[src/rtl/mem_arbiter.sv]
// Shares one single-port synchronous RAM between a CPU port (read/write with
// byte mask) and a read-only video fetch port; video wins unless the CPU starved.
module mem_arbiter #(
  parameter int            AW       = 32,
  parameter logic [AW-1:0] VBASE    = 'h200,
  parameter int            MAX_WAIT = 4
) (
  input  logic          clk,
  input  logic          reset_n,
  input  logic          c_req,
  input  logic          c_we,
  input  logic [3:0]    c_wmask,
  input  logic [AW-1:0] c_addr,
  input  logic [31:0]   c_wdata,
  output logic          c_ready,
  output logic [31:0]   c_rdata,
  input  logic          v_req,
  input  logic [AW-1:0] v_addr,
  output logic          v_valid,
  output logic [31:0]   v_rdata,
  output logic          m_en,
  output logic          m_we,
  output logic [3:0]    m_wmask,
  output logic [AW-1:0] m_addr,
  output logic [31:0]   m_wdata,
  input  logic [31:0]   m_rdata
);

  localparam int            WW    = (MAX_WAIT < 1) ? 1 : $clog2(MAX_WAIT + 1);
  localparam logic [WW-1:0] MAX_W = WW'(MAX_WAIT);

  typedef enum logic [1:0] {IDLE, ISSUE, DATA} state_t;
  typedef enum logic [1:0] {OWN_NONE, OWN_CPU_RD, OWN_CPU_WR, OWN_VID} owner_t;

  state_t        state_q;
  owner_t        owner_q;
  logic [WW-1:0] wait_cnt_q;
  logic          m_en_q;
  logic          m_we_q;
  logic [3:0]    m_wmask_q;
  logic [AW-1:0] m_addr_q;
  logic [31:0]   m_wdata_q;
  logic          c_ready_q;
  logic          v_valid_q;
  logic [31:0]   c_rdata_q;
  logic [31:0]   v_rdata_q;
  logic          cpu_win;
  logic          vid_win;

  always_comb begin
    // NOTE: defaults first so every path assigns both signals and no latch is inferred.
    cpu_win = 1'b0;
    vid_win = 1'b0;
    if (c_req && (!v_req || wait_cnt_q == MAX_W)) begin
      cpu_win = 1'b1;
    end else if (v_req) begin
      vid_win = 1'b1;
    end
  end

  // NOTE: non-blocking everywhere so each register reads the pre-edge values.
  always_ff @(posedge clk or negedge reset_n) begin
    if (!reset_n) begin
      state_q    <= IDLE;
      owner_q    <= OWN_NONE;
      wait_cnt_q <= '0;
      m_en_q     <= 1'b0;
      m_we_q     <= 1'b0;
      m_wmask_q  <= '0;
      m_addr_q   <= '0;
      m_wdata_q  <= '0;
      c_ready_q  <= 1'b0;
      v_valid_q  <= 1'b0;
      c_rdata_q  <= '0;
      v_rdata_q  <= '0;
    end else begin
      c_ready_q <= 1'b0;
      v_valid_q <= 1'b0;
      case (state_q)
        IDLE: begin
          if (cpu_win || !c_req) begin
            wait_cnt_q <= '0;
          end else if (vid_win && wait_cnt_q != MAX_W) begin
            wait_cnt_q <= wait_cnt_q + 1'b1;
          end

          if (cpu_win) begin
            owner_q   <= c_we ? OWN_CPU_WR : OWN_CPU_RD;
            m_en_q    <= 1'b1;
            m_we_q    <= c_we;
            m_wmask_q <= c_we ? c_wmask : 4'b0000;
            m_addr_q  <= c_addr;
            m_wdata_q <= c_wdata;
            state_q   <= ISSUE;
          end else if (vid_win) begin
            owner_q   <= OWN_VID;
            m_en_q    <= 1'b1;
            m_we_q    <= 1'b0;
            m_wmask_q <= 4'b0000;
            m_addr_q  <= VBASE + v_addr;
            state_q   <= ISSUE;
          end else begin
            owner_q <= OWN_NONE;
          end
        end

        ISSUE: begin
          m_en_q    <= 1'b0;
          m_we_q    <= 1'b0;
          m_wmask_q <= 4'b0000;
          state_q   <= DATA;
        end

        DATA: begin
          // RAM data for the ISSUE strobe is on m_rdata during this cycle.
          case (owner_q)
            OWN_CPU_RD: begin
              c_rdata_q <= m_rdata;
              c_ready_q <= 1'b1;
            end
            OWN_CPU_WR: c_ready_q <= 1'b1;
            OWN_VID: begin
              v_rdata_q <= m_rdata;
              v_valid_q <= 1'b1;
            end
            default: ;
          endcase
          state_q <= IDLE;
        end

        default: state_q <= IDLE;
      endcase
    end
  end

  assign m_en    = m_en_q;
  assign m_we    = m_we_q;
  assign m_wmask = m_wmask_q;
  assign m_addr  = m_addr_q;
  assign m_wdata = m_wdata_q;
  assign c_ready = c_ready_q;
  assign c_rdata = c_rdata_q;
  assign v_valid = v_valid_q;
  assign v_rdata = v_rdata_q;

endmodule
[config.mk]
export PLATFORM = sky130hd
export DESIGN_NAME = mem_arbiter
export DESIGN_NICKNAME = d
export VERILOG_FILES = /design/src/rtl/mem_arbiter.sv
export SDC_FILE = /design/constraint.sdc
export NUM_CORES = 1
export LEC_CHECK = 0
export ABC_CLOCK_PERIOD_IN_PS = 1700
export CAP_MARGIN = 20
export CORE_MARGIN = 1.5
export CORE_UTILIZATION = 35
export DETAILED_ROUTE_END_ITERATION = 6
export DONT_BUFFER_PORTS = 1
export PLACE_DENSITY = 0.62
export SETUP_SLACK_MARGIN = 0.4
export SLEW_MARGIN = 0
export SYNTH_ARGS = -nofsm -noshare
export SYNTH_HDL_FRONTEND = slang
export SYNTH_SLANG_ARGS = --single-unit
[constraint.sdc]
create_clock -name clk -period 1.7 [get_ports clk]
set_clock_uncertainty 0.05 [all_clocks]
set_input_delay 0.17 -clock clk [delete_from_list [all_inputs] [get_ports clk]]
set_output_delay 0.17 -clock clk [all_outputs]
set_load 0.03 [all_outputs]
==> results of run 1 <==
stage by stage:
step	setup slack, ns	cells	utilization (%)
final	0.0333	895	55.1
after global routing	-0.000918	895	55.1
after CTS	0.0804	891	54.2
after detailed placement	-0.0620	698	38.5
after global placement	0.0228	698	38.5
after floorplan	0.108	483	-
cell usage in the layout, fill, tap and decap left out, drive strengths merged:
master / instances
o22ai: 8
nor2: 32
o21ai: 24
or3: 1
dlygate4sd3: 128
and3: 6
or4: 1
a31oi: 12
o31ai: 2
clkinv: 7
dfrtp: 143
a22o: 5
mux2: 96
ha: 5
bufinv: 2
a21bo: 2
a21oi: 12
a31o: 1
o31a: 1
nand4: 4
nor3: 5
o211ai: 2
xor2: 3
clkinvlp: 2
a21o: 2
nand2: 52
inv: 9
a21boi: 1
nor4: 3
nand3: 12
nand2b: 2
clkbuf: 20
xnor2: 15
buf: 51
nor2b: 3
and4: 1
power groups by stage:
stage                     clock network [mW]  registers [mW]  logic [mW]
final                                   3.59            9.59        4.56
after CTS                               3.66            9.56        4.34
after floorplan                            0            9.14        2.58
after detailed placement                   0            9.61        3.13
after global routing                    3.83            9.77        4.93
after global placement                     0            9.58        2.94
flip-flops by register name, indices dropped and copies added, names as in the netlist, 2 cells and up:
| register | cells |
|---|---|
| owner_q | 2 |
| m_wmask | 4 |
| m_addr | 32 |
| wait_cnt_q | 3 |
| state_q | 2 |
| c_rdata | 32 |
| m_wdata | 32 |
| v_rdata | 32 |
repair_timing:
item,in CTS,in global routing
gates cloned,13,1
resized for setup,77,32
endpoints found under the setup margin,136,139
endpoints found under the hold margin,278,145
hold buffers,126,2
pin swaps,40,30
setup buffers,23,1
per-layer routing:
| metal | vias up | wire length [µm] | global-route usage (%) |
|---|---|---|---|
| met5 | - | 0 | 0 |
| met4 | 0 | 408 | 9.48 |
| met3 | 34 | 1720 | 7.03 |
| met2 | 274 | 10500 | 39.5 |
| met1 | 2378 | 6790 | 22.2 |
| li1 | 2079 | - | - |
how the worst max path moves through the flow:
stage / depth (start not counted) / startpoint / endpoint
after global routing: 9 / wait_cnt_q[0]$_DFFE_PN0P_ / m_addr[1]$_DFFE_PN0P_
after global placement: 8 / wait_cnt_q[1]$_DFFE_PN0P_ / m_addr[17]$_DFFE_PN0P_
after CTS: 9 / wait_cnt_q[1]$_DFFE_PN0P_ / m_addr[1]$_DFFE_PN0P_
after floorplan: 7 / wait_cnt_q[0]$_DFFE_PN0P_ / m_wdata[0]$_DFFE_PN0P_
final: 9 / wait_cnt_q[0]$_DFFE_PN0P_ / m_addr[1]$_DFFE_PN0P_
after detailed placement: 8 / wait_cnt_q[1]$_DFFE_PN0P_ / m_addr[1]$_DFFE_PN0P_
final cells by class:
class / instances / area, µm²
clock buffer: 20 / 447
fill: 1294 / 7470
clock inverter: 11 / 118
timing repair buffer: 179 / 2040
tap: 220 / 275
sequential: 143 / 3580
inverter: 9 / 33.8
multi-input combinational: 313 / 2680
cells by family after synthesis:
kind of cell             synth area share, %
AO/OA/AOI/OAI                           7.29
XOR/XNOR                                2.63
adder cells (fa/ha/maj)                 1.04
buffers and inverters                   2.19
flip-flops                              59.7
multiplexers                            18.0
AND/OR/NAND/NOR                         9.08
worst max-delay path, stage by stage, from the launching register on:
cell      delay (ns)
dfrtp_1         0.39
inv_2           0.08
ha_4            0.14
nand2_4         0.07
a21boi_4        0.15
buf_12          0.18
buf_12          0.15
buf_8           0.13
nand2_4         0.06
a31oi_4         0.16
==> flow_summary.ini, run 1 <==
[cts]
clockBufferDepth = 2
cts-htree-levels = 4
clock_latency_ns = 0.41
cts_sinks = 143
clk_pin_slew_ns = 0.06
cts_made_buffers = 17
cts_tree = yes
root_buffer = clkbuf_16

[flow_run]
maxCapViolCount = 0

[logic_synthesis]
syn_nets = 625
syn_inst = 483
syn_area_per_cell_um2 = 12.4
synth_seq_cells = 143
synthArstFlopShare_pct = 100
synth_area_leaders = dfrtp_1 (60%), mux2_2 (18%), nand2_1 (3.1%)
synthesis.area_um2 = 5990
synthDistinctLibCells = 38
yosysMostFrequentCell = dfrtp_1
ys_warn_count = 0
yosys-top-cells-count = dfrtp_1 (143), mux2_2 (96), nand2_1 (49), nor2_1 (32), o21ai_0 (22)
seq_area_frac_synth_pct = 59.7
synth_top_area_share_pct = 59.7
yosys_most_used_dff = dfrtp_1
yosysTopAreaCell = dfrtp_1
synth_edf_count = 0

[status]
status = finished, violations left
violations = hold timing

[routing]
drt_first_pass_iters = 5
via_per_inst = 5.32
drt_wl_total_mm = 19.5
drcViolationCount = 0
antenna_left = 0
drt-initial-drc-count = 192
vias = 4765
wire_per_inst_um = 21.7

[grt]
antenna_found_initial = 0
grt_pass1_vias = 5349
grt_overflow_total = 0
grt_first_pass_wirelength_mm = 29.2
grt_max_degree = 144
grt.total_usage_pct = 21.5

[die]
die_w_um = 134
num_rows = 47
die_area_um2 = 17900
start_util_pct = 36.0
dieHeight_um = 134
io_pins = 273
core_um2 = 16600

[pwr]
p_seq_share_pct = 54.1
cellPowerDensity_nw_per_um2 = 1930
pwr-share-comb_pct = 25.7
clkPwrFrac_pct = 20.2
p_int_mw = 9.80
cellLeakagePower_nw = 3.89
p_sw_share_pct = 44.8
power_mw = 17.7
ir_drop_mv = 0.917
power.switching_mw = 7.95

[worst_setup_path]
path_max_fanout = 8
crit_arrival_ns = 1.95
worst_setup_path_start_kind = flop
r2r-end = m_addr[1]$_DFFE_PN0P_
ff2ff_setup_slack_ns = 0.03
critPathRequiredTime_ns = 1.98
crit_path_end_kind = flop
crit_type = reg2reg
r2r_cells = 9
rr_startpoint = wait_cnt_q[0]$_DFFE_PN0P_

[sta]
drv_slew = 0
slew_headroom_pct = 65.8
hold_viol = 143
fmax_mhz = 600
min_period_ns = 1.67
worstMarginPinSlew_ns = 0.509
hold_ws_ns = -0.597
setup_violations = 0
fin_crit_sh_pct = 98.0
setup_tns_ns = 0
rsz0062_at_grt = yes

[finish]
fin_area_um2 = 9170
area_delta_synth_final_pct = 53.1
antennaDiodeCount = 0
layout-drive-gt1-share_pct = 35.3
finalNetCount = 805

[hold_path]
hold_class = in2async

[placed_design]
dpl-instance-area_um2 = 6400
io_buffers = 0
dp_hpwl_mm = 10.7
place_congestion = 0.882
(Power assumes the default switching activity.)
==> inputs of run 2 (changes only) <==
SLEW_MARGIN = not set   (was 0)
==> results of run 2 <==
No change in the layout: final DEF, timing and power equal those of run 1.
